[src/rtl/alu_seq.sv]
// alu_seq: sequencer that drives an external ALU, repeating an op cmd_rep+1 times into acc.
// Define ALU_SEQ_FLAGS_EN to enable the flag_z/flag_n status outputs.
module alu_seq #(
  parameter int WIDTH = 16
) (
  input  logic             clk,
  input  logic             rst,
  input  logic             cmd_valid,
  output logic             cmd_ready,
  input  logic             cmd_load,
  input  logic [2:0]       cmd_op,
  input  logic [WIDTH-1:0] cmd_data,
  input  logic [3:0]       cmd_rep,
  output logic [WIDTH-1:0] alu_a,
  output logic [WIDTH-1:0] alu_b,
  output logic [2:0]       alu_sel,
  input  logic [WIDTH-1:0] alu_result,
  output logic [WIDTH-1:0] acc,
  output logic             busy,
  output logic             done,
  output logic             flag_z,
  output logic             flag_n
);
  typedef enum logic [1:0] {IDLE, EXEC, DONE} state_t;
  state_t state, state_nx;
  logic [WIDTH-1:0] b_q;
  logic [2:0] op_q;
  logic [3:0] cnt;
  logic xfer;
  assign xfer = cmd_valid & cmd_ready;
  always_ff @(posedge clk or posedge rst)
    if (rst) state <= IDLE;
    else state <= state_nx;
  always_comb
    state_nx = state == IDLE ? (xfer ? (cmd_load ? DONE : EXEC) : IDLE)
             : state == EXEC ? (cnt == 4'd0 ? DONE : EXEC)
             : IDLE;
  always_comb begin
    cmd_ready = state == IDLE;
    busy      = state != IDLE;
    done      = state == DONE;
    alu_a     = acc;
    alu_b     = state == EXEC ? b_q : '0;
    alu_sel   = state == EXEC ? op_q : 3'd0;
  end
  // xfer can only happen in IDLE, so it never collides with the EXEC update
  always_ff @(posedge clk or posedge rst)
    if (rst) begin
      acc  <= '0;
      b_q  <= '0;
      op_q <= '0;
      cnt  <= '0;
    end else if (xfer) begin
      if (cmd_load) acc <= cmd_data;
      else begin
        op_q <= cmd_op;
        b_q  <= cmd_data;
        cnt  <= cmd_rep;
      end
    end else if (state == EXEC) begin
      acc <= alu_result;
      if (cnt != 4'd0) cnt <= cnt - 4'd1;
    end
`ifdef ALU_SEQ_FLAGS_EN
  assign flag_z = acc == '0;
  assign flag_n = acc[WIDTH-1];
`else
  assign flag_z = 1'b0;
  assign flag_n = 1'b0;
`endif
endmodule

[config.mk]
export PLATFORM = sky130hd
export DESIGN_NAME = alu_seq
export DESIGN_NICKNAME = d
export VERILOG_FILES = /design/src/rtl/alu_seq.sv
export SDC_FILE = /design/constraint.sdc
export NUM_CORES = 1
export LEC_CHECK = 0
export ABC_AREA = 1
export BUFFER_PORTS_ARGS = -buffer_cell sky130_fd_sc_hd__buf_4
export CORE_ASPECT_RATIO = 0.7
export CORE_MARGIN = 2
export CORE_UTILIZATION = 47
export DETAILED_ROUTE_END_ITERATION = 10
export GPL_ROUTABILITY_DRIVEN = 0
export PLACE_DENSITY = 0.8
export SYNTH_ARGS = -nofsm -noshare
export SYNTH_HDL_FRONTEND = slang
export SYNTH_SLANG_ARGS = --single-unit
[constraint.sdc]
create_clock -name clk -period 1.4 [get_ports clk]
set_input_delay 0 -clock clk [delete_from_list [all_inputs] [get_ports clk]]
set_output_delay 0 -clock clk [all_outputs]
set_load 0.1 [all_outputs]
==> results.cfg <==
[yosys]
ys_warn_count = 0
synth_top_area_cell = dfrtp_1
synthSimpleGateAreaFrac = 0.258
async_flop_share = 1.00
avgSynthCellArea_um2 = 7.42
synth_compound_area_frac = 0.0888
synthMostInstantiatedCell = nand2_1
synth_fa_ha_area_frac = 0.00569
synthXorXnorAreaFrac = 0
synth_cell_types = 19
synth_top_family_by_area = simple AND/OR/NAND/NOR gates
ys_seq_area_frac = 0.467
yosysTopAreaCellShare = 0.467
synthTopCellsByCount = nand2_1, inv_1, dfrtp_1
syn_inst = 296
synth_seq_cells = 41
muxShareOfSynthArea = 0
dominantRegCellSynth = dfrtp_1
synth_edf_count = 0
syn_area_mm2 = 0.00220
synth_area_leaders = dfrtp_1, nand2_1, o21ai_0

[worst_setup_path]
critical_path.most_common_cell = buf_12
worstPathArrival_ns = 1.45
cp_max_fo = 10
cp-start-kind = flop
critPathMaxStageDelay_ns = 0.42
critPathBufInv = 3
cpLargestDelayFamily = buffers and inverters
worst_ep_required_time_ns = 1.40
crit_chain = inv_2 > nand2_4 > buf_12 > nor2_4 > buf_12
path_class = flop to primary output
endpoint_kind = primary output
slowest_stage = dfrtp_1

[cts]
cts.htree.levels = 2
tritoncts = yes
clk_pin_slew_ns = 0.08
cts_made_buffers = 5
clk_latency_ns = 0.30
clockBufferDepth = 2
cts_sinks = 41
cts_root_buf = clkbuf_8

[grt]
first_global_vias = 1949
grt_usage = 0.244
antenna_found_initial = 0
grt_max_degree = 42
grt_pass1_wl_um = 9660
overflow = 0

[place]
dp.final_hpwl_um = 4200
placed_cells = 423
io_buffers = 96
dp_slack_ns = 0.0305

[floorplan]
design.core.area_mm2 = 0.00443
die_h_um = 61.2
initial_core_util = 0.496
dieArea_mm2 = 0.00525
rows = 20
die_width_um = 85.7
boundaryPins = 99

[timing]
layout_setup_ws_ns = -0.0457
period_needed_ns = 1.45
hold_viol = 1
fmax_ghz = 0.692
fin_skew_ns = 0.00686
holdWs_ns = -0.00314
drv_slew = 0
relSlewSlack = 0.664
fin_crit_sh = 1.03
rsz0062_at_grt = true
tightest_slew_ns = 0.504
setup_viol = 7

[finish]
nets = 431
drive_above_1_share = 0.384
area_growth_syn_to_layout_pct = 60.9
fin_cells = 443
final_util = 0.798
diodes = 0

[run_status]
outcome = finished, violations left
violations = design-rule violations, negative hold slack, negative setup slack

[detailed_routing]
viasPerCell = 4.95
dr.pass1.iters = 10
postRouteAntennaNets = 0
wl_um = 6760
drc_errors = 7
dr.first_iter.drc_count = 231
num_vias = 2191
wire_per_inst_um = 15.3

[min_path]
hold_class = primary input to flop

[job]
maxCapViolCount = 0
==> metal layers <==
metal / global-route usage / share of wire / vias to the layer above
met5: 0 / 0 / -
met3: 0.0442 / 0.074 / 11
met2: 0.411 / 0.50 / 101
li1: - / - / 1058
met4: 0.0612 / 0.012 / 0
met1: 0.338 / 0.41 / 1021
==> path summary, 6_finish.rpt <==
kind                                 start        end  slack [ns]  cells after the start
max in group asynchronous              rst   state[0]        0.66                      4
worst min-delay path            cmd_rep[2]     cnt[2]      -0.003                      5
min in group asynchronous              rst    acc[15]        0.37                      4
worst max-delay path              state[1]  alu_b[12]       -0.05                      5
worst max register to register    state[0]    op_q[1]        0.03                      7
worst min register to register      b_q[7]     b_q[7]        0.50                      2
==> repair_timing <==
| item | in CTS | in global routing |
|---|---|---|
| endpoints found under the hold margin | 48 | 0 |
| gates cloned | 1 | 1 |
| pin swaps | 1 | 1 |
| setup endpoints to repair | 19 | 29 |
| gates resized for setup | 56 | 14 |
| setup buffers | 1 | 1 |
| hold buffers | 8 | 0 |
==> stage by stage <==
step | hold WS (ns) | instance area [um^2] | TNS (ns)
finish | -0.00314 | 3530 | -0.152
floorplan | 0.121 | 2380 | -11.48
global route | 0.0101 | 3530 | -1.13
CTS | 0.000872 | 3450 | -0.00950
detailed placement | 0.158 | 3020 | 0
global placement | 0.153 | 3020 | 0
==> sequential cells by signal, summed over array words and instances (netlist names) <==
| register | flops |
|---|---|
| op_q | 3 |
| state | 2 |
| cnt | 4 |
| b_q | 16 |
| acc | 16 |
==> tightest hold or removal path: stages <==
cell and delay [ns]:
buf_4 0.07, nand2_1 0.04, nand2_1 0.06, nand2_1 0.04, nand2_1 0.05
==> placed cells by master (no fill, tap or decap) <==
cell,count
buf_4,82
dlygate4sd3_1,8
nand3b_1,1
nand2_1,83
or2_2,1
clkbuf_16,1
clkinvlp_4,1
dfrtp_1,40
nand2_2,1
buf_16,1
nor2_2,1
o21ai_1,6
nand2_8,2
nand3_2,1
nand3_1,20
nor2_1,3
o21ai_0,33
inv_2,3
ha_2,1
nand2_4,2
clkinv_1,1
clkinv_2,1
conb_1,2
inv_1,42
clkbuf_8,6
buf_12,22
dfrtp_2,1
nor2_4,20
clkinv_4,1
inv_6,1
==> kinds of logic (layout without fill, tap and decap cells) <==
kind of cell	count (synthesis)	after routing
AOI/OAI and AO/OA	39	39
adders and majority gates	1	1
buffers and inverters	79	170
DFF	41	41
other	1	2
and+or+nand+nor	135	135
==> cell type report <==
class,instances,area [um^2]
repair buffers,114,1190
well taps,55,68.8
fillers,272,895
flip-flops and latches,41,1030
clock inverters,2,13.8
clock buffers,6,82.6
inverters,48,189
multi-input cells,177,965
Power is left out: the tool's default activity adds up to more than one toggle a clock period on the data nets, which glitch-free logic cannot reach.
